**src/rtl/dmem_arb_pkg.sv**
```systemverilog
// rtl/dmem_arb_pkg.sv - shared types and constants for the DataMemory arbiter
package dmem_arb_pkg;

  typedef enum logic [1:0] {
    ST_IDLE   = 2'd0,
    ST_ACCESS = 2'd1,
    ST_RESP   = 2'd2
  } state_t;

  // Low address bits that must be zero for a word access
  localparam logic [1:0] ALIGN_MASK = 2'b11;

  // Requester index width; a single requester still needs one bit
  function automatic int idx_width(input int n);
    return (n > 1) ? $clog2(n) : 1;
  endfunction

endpackage

```
**src/rtl/rr_pick.sv**
```systemverilog
// rtl/rr_pick.sv - combinational round-robin picker
// Chooses the first valid requester after i_last, wrapping around.
module rr_pick
  import dmem_arb_pkg::*;
#(
  parameter int NUM_REQ = 2,
  parameter int IDX_W   = 1
) (
  input  logic [NUM_REQ-1:0] i_valid,
  input  logic [IDX_W-1:0]   i_last,
  output logic [NUM_REQ-1:0] o_grant,
  output logic [IDX_W-1:0]   o_index,
  output logic               o_any
);

  int w_dist;
  int w_best;

  // Distance from i_last+1 (mod NUM_REQ); the smallest valid distance wins
  always_comb begin
    w_dist  = 0;
    w_best  = NUM_REQ;
    o_index = '0;
    for (int i = 0; i < NUM_REQ; i++) begin
      if (i_valid[i]) begin
        w_dist = i - int'(i_last) - 1;
        if (w_dist < 0) w_dist = w_dist + NUM_REQ;
        if (w_dist < w_best) begin
          w_best  = w_dist;
          o_index = IDX_W'(i);
        end
      end
    end
    o_any = (w_best < NUM_REQ);
  end

  always_comb begin
    o_grant = '0;
    for (int i = 0; i < NUM_REQ; i++) begin
      o_grant[i] = o_any && (o_index == IDX_W'(i));
    end
  end

endmodule

```
**src/rtl/dmem_arbiter.sv**
```systemverilog
// rtl/dmem_arbiter.sv - round-robin arbiter/sequencer for the single-port DataMemory
// One request at a time: IDLE grant, one ACCESS cycle, then RESP until accepted.
module dmem_arbiter
  import dmem_arb_pkg::*;
#(
  parameter int NUM_REQ   = 2,
  parameter int ADDR_W    = 32,
  parameter int DATA_W    = 32,
  parameter int MEM_BYTES = 1024
) (
  input  logic                      clk,
  input  logic                      rst_n,
  input  logic [NUM_REQ-1:0]        req_valid,
  output logic [NUM_REQ-1:0]        req_ready,
  input  logic [NUM_REQ-1:0]        req_we,
  input  logic [NUM_REQ*ADDR_W-1:0] req_addr,
  input  logic [NUM_REQ*DATA_W-1:0] req_wdata,
  output logic [NUM_REQ-1:0]        rsp_valid,
  input  logic [NUM_REQ-1:0]        rsp_ready,
  output logic [DATA_W-1:0]         rsp_rdata,
  output logic                      rsp_err,
  output logic [ADDR_W-1:0]         mem_address,
  output logic [DATA_W-1:0]         mem_write_data,
  output logic                      mem_write_enable,
  input  logic [DATA_W-1:0]         mem_read_data,
  output logic                      busy
);

  localparam int                IDX_W     = idx_width(NUM_REQ);
  localparam logic [ADDR_W-1:0] MEM_LIMIT = ADDR_W'(MEM_BYTES);

  state_t              r_state;
  logic [IDX_W-1:0]    r_idx;
  logic [IDX_W-1:0]    r_last;
  logic                r_we;
  logic [ADDR_W-1:0]   r_addr;
  logic [DATA_W-1:0]   r_wdata;
  logic [DATA_W-1:0]   r_rdata;
  logic                r_err;
  logic [NUM_REQ-1:0]  r_rsp_valid;
  logic                r_busy;

  logic [NUM_REQ-1:0]  w_grant;
  logic [IDX_W-1:0]    w_index;
  logic                w_any;
  logic                w_ok;
  logic                w_in_access;
  logic [NUM_REQ-1:0]  w_idx_onehot;

  rr_pick #(
    .NUM_REQ (NUM_REQ),
    .IDX_W   (IDX_W)
  ) u_pick (
    .i_valid (req_valid),
    .i_last  (r_last),
    .o_grant (w_grant),
    .o_index (w_index),
    .o_any   (w_any)
  );

  assign w_ok         = ((r_addr[1:0] & ALIGN_MASK) == 2'b00) && (r_addr < MEM_LIMIT);
  assign w_in_access  = (r_state == ST_ACCESS);
  assign w_idx_onehot = NUM_REQ'(1) << r_idx;

  // Gated by rst_n so nothing is offered while reset is held
  assign req_ready = (rst_n && (r_state == ST_IDLE)) ? w_grant : '0;

  // Memory strobes are decoded from state, so an async reset kills a write at once
  assign mem_address      = w_in_access ? r_addr  : '0;
  assign mem_write_data   = w_in_access ? r_wdata : '0;
  assign mem_write_enable = w_in_access && r_we && w_ok;

  assign rsp_valid = r_rsp_valid;
  assign rsp_rdata = r_rdata;
  assign rsp_err   = r_err;
  assign busy      = r_busy;

  always_ff @(posedge clk or negedge rst_n) begin
    if (!rst_n) begin
      r_state     <= ST_IDLE;
      r_idx       <= '0;
      r_last      <= IDX_W'(NUM_REQ - 1);
      r_we        <= 1'b0;
      r_addr      <= '0;
      r_wdata     <= '0;
      r_rdata     <= '0;
      r_err       <= 1'b0;
      r_rsp_valid <= '0;
      r_busy      <= 1'b0;
    end else begin
      case (r_state)
        ST_IDLE: begin
          if (w_any) begin
            r_idx   <= w_index;
            r_last  <= w_index;
            r_we    <= req_we[w_index];
            r_addr  <= req_addr[w_index*ADDR_W +: ADDR_W];
            r_wdata <= req_wdata[w_index*DATA_W +: DATA_W];
            r_busy  <= 1'b1;
            r_state <= ST_ACCESS;
          end
        end
        ST_ACCESS: begin
          r_rdata     <= (!r_we && w_ok) ? mem_read_data : '0;
          r_err       <= !w_ok;
          r_rsp_valid <= w_idx_onehot;
          r_state     <= ST_RESP;
        end
        ST_RESP: begin
          if (rsp_ready[r_idx]) begin
            r_rsp_valid <= '0;
            r_busy      <= 1'b0;
            r_state     <= ST_IDLE;
          end
        end
        default: begin
          r_state <= ST_IDLE;
        end
      endcase
    end
  end

endmodule

```
**config.mk**
```make
export PLATFORM = sky130hd
export DESIGN_NAME = dmem_arbiter
export DESIGN_NICKNAME = d
export VERILOG_FILES = /design/src/rtl/dmem_arb_pkg.sv /design/src/rtl/rr_pick.sv /design/src/rtl/dmem_arbiter.sv
export SDC_FILE = /design/constraint.sdc
export NUM_CORES = 1
export LEC_CHECK = 0
export CAP_MARGIN = 20
export CORE_AREA = 2 2 104 106
export CTS_BUF_LIST = sky130_fd_sc_hd__clkbuf_2 sky130_fd_sc_hd__clkbuf_4 sky130_fd_sc_hd__clkbuf_8
export DETAILED_ROUTE_END_ITERATION = 6
export DIE_AREA = 0 0 106 108
export DONT_BUFFER_PORTS = 1
export PLACE_DENSITY_LB_ADDON = 0.2
export SLEW_MARGIN = 20
export SYNTH_ARGS = -nofsm -noshare
export SYNTH_HDL_FRONTEND = slang
export SYNTH_SLANG_ARGS = --single-unit
export TNS_END_PERCENT = 50
```
**constraint.sdc**
```tcl
create_clock -name clk -period 1.8 [get_ports clk]
set_clock_uncertainty 0.05 [all_clocks]
set_input_delay 0.36 -clock clk [delete_from_list [all_inputs] [get_ports clk]]
set_output_delay 0.36 -clock clk [all_outputs]
set_load 0.005 [all_outputs]
```
==> impl_metrics.yaml <==
timing:
  layout_min_cycle_time_ns: 2.203
  slew_violations: 0
  fmax_ghz: 0.4540
  post-route-period-util_pct: 122.4
  finalSetupViolCount: 105
  finalHoldWorstSlack_ns: -0.3904
  fin_ws_ns: -0.4026
  setup_tns_ns: -8.189
  timing.slew.headroom_pct: 75.11
  worst_pin_slew_ns: 0.3734
  rsz0062_at_grt: "true"
  hold_viol: 105
clock_tree:
  ctsHoldBuffers: 1
  clkLatencyLatePin_ns: 0.38
  cts.path.max_buffers: 2
  clk_pin_slew_ns: 0.11
  cts_tree: "built"
  htreeDepth: 3
  numCtsBuffers: 9
  cts.sinks: 105
  root_buffer: "clkbuf_8"
synthesis:
  synth-seq-area-share_pct: 47.37
  syn-num-nets: 634
  synth_cell_types: 35
  yosys-top-cells-count: "mux2_2, dfrtp_1, and2_1"
  yosysMostFrequentCell: "mux2_2"
  synthCells: 466
  synth_top_area_cell: "dfrtp_1"
  synth_edf_count: 0
  syn_area_per_cell_um2: 11.91
  synth_flop_cell: "dfrtp_1"
  synth_top_cell_area_share_pct: 46.90
  synth_area_mm2: 0.005549
  synthTopCellsByArea: "dfrtp_1, mux2_2, and2_1"
  ys_ff_latch: 105
  async_flop_share_pct: 100.0
  ys.warnings.count: 0
routing:
  vias: 3802
  wl_um: 14240
  via_per_inst: 5.978
  first_iter_violations: 220
  drtPass1Iterations: 4
  wl_per_cell_um: 22.39
  drc: 0
  ant_nets: 0
floorplanning:
  die_w_um: 106
  fp.dieH_um: 108
  core_area_mm2: 0.01023
  start_util_pct: 54.24
  rows: 37
  io-pin-count: 271
  die_area_mm2: 0.01145
power_and_ir_drop:
  powerDensity_mw_per_mm2: 1566
  ir_drop_mv: 0.8514
  p_leak_nw: 2.818
placement:
  dp_hpwl_um: 8959
  dpl.cell_count: 585
  gp_congestion: 0.7621
  io_buffer_count: 0
cells_and_area:
  final_cells: 636
  n_fill_cell: 762
  syn_to_final_growth_pct: 20.79
  n_antenna_cell: 0
  final_layout_size_suffix_gt1_share_pct: 55.00
  nets: 663
critical_path:
  cp_slowest_cell: "or4_4"
  crit_path_start_kind: "flop"
  critPathKind: "reg2out"
  cp.arrival_ns: 1.79
  cp_max_fo: 2
  critPathRequiredTime_ns: 1.39
  cp-end-kind: "output pin"
  worst_path_largest_cell_delay_ns: 0.56
  path_cells: "or4_4 > nor4_4 > buf_4"
flow_run:
  drv_cap: 0
global_route:
  antenna_found_initial: 0
  overflow: 0
  grt_max_degree: 108
  gr-usage-all-layers_pct: 23.66
  grt_pass1_wl_um: 20830
  grt_pass1_vias: 3813
outcome:
  status: "finished, violations left"
  violations: "negative hold slack, negative setup slack"
hold_path:
  min_path_type: "in2async"
## report_power, final
group,internal (W),total (W),leakage (nW),switching [W]
Combinational,0.00292,0.00499,1.40,0.00207
Sequential,0.00320,0.00380,1.30,0.000597
Clock,0.000842,0.00171,0.115,0.000869
## critical path, delay by kind of cell, from the launching register on
kind / cells / cell delay, ns
buffers and inverters: 1 / 0.16
DFF: 1 / 0.40
and+or+nand+nor: 2 / 0.86
## cell type report
cell class / count / area [um^2] / share of cell area (%)
clock buffer: 10 / 137.6 / 2.053
clock inverter: 6 / 96.34 / 1.437
inverter: 3 / 11.26 / 0.1680
multi-input combinational: 321 / 2954 / 44.07
sequential: 105 / 2629 / 39.22
tap: 136 / 170.2 / 2.539
timing repair buffer: 55 / 704.4 / 10.51
## path summary, 6_finish.rpt
path / from / to / slack (ns) / cells past startpoint
min in group clk: mem_read_data[1] / rsp_rdata[1] / 0.07 / 2
max reg2reg: r_last / r_wdata[19] / -0.07 / 5
max: r_addr[19] / mem_write_enable / -0.40 / 3
min: rst_n / r_wdata[19] / -0.39 / 0
max in group asynchronous: rst_n / r_last / 1.86 / 0
min reg2reg: r_addr[4] / r_addr[4] / 0.46 / 1
## layout by cell type (no fill, tap or decap), types with 3 or more instances in the layout
cell type | synthesis | layout
nor4_4 | 1 | 4
and2_1 | 64 | 12
nand2_1 | 36 | 36
buf_8 | 0 | 4
dfrtp_1 | 104 | 104
mux2_4 | 16 | 18
nand3_1 | 32 | 32
buf_4 | 5 | 27
o31ai_2 | 5 | 9
mux2_2 | 113 | 111
buf_6 | 6 | 7
clkbuf_8 | 0 | 10
o31ai_1 | 27 | 23
and2_4 | 0 | 52
buf_12 | 0 | 12
o21ai_0 | 3 | 3
## layer usage
layer | global-route usage, % | vias to the layer above | routed length (um)
li1 | - | 1705 | -
met1 | 29.04 | 1908 | 5616
met2 | 41.20 | 170 | 7355
met3 | 6.028 | 19 | 1018
met4 | 7.519 | 0 | 250
met5 | 0 | - | 0
## cells by family after synthesis
logic type | synth area share, %
AO/OA/AOI/OAI | 6.065
buffers and inverters | 4.059
flip-flops | 47.37
multiplexers | 27.62
AND/OR/NAND/NOR | 14.88
## through the flow
step | worst slack [ns] | util, % | power (W) | cell area, um^2
global placement | 0.01646 | 56.04 | 0.007176 | 5733
finish | -0.4026 | 65.51 | 0.01050 | 6703
detailed placement | -0.07033 | 56.04 | 0.007292 | 5733
global route | -0.4526 | 65.51 | 0.01106 | 6703
floorplan | 0.1207 | - | 0.006355 | 5549
CTS | -0.3760 | 63.53 | 0.01018 | 6500
## sequential cells by signal (all words and copies together) (netlist names)
register / flops
rsp_valid: 2
r_addr: 32
r_last: 1
rsp_err: 1
busy: 1
r_idx: 1
r_wdata: 32
r_we: 1
rsp_rdata: 32
r_state: 2
## what timing repair did
item / 4_1_cts / 5_1_grt
gates resized for setup: 68 / 38
cloned: 4 / 1
pin swaps: 20 / 11
hold endpoints to repair: 106 / 105
endpoints found under the setup margin: 62 / 85
buffers inserted: 19 / 17
Power figures use the tool's default switching activity.
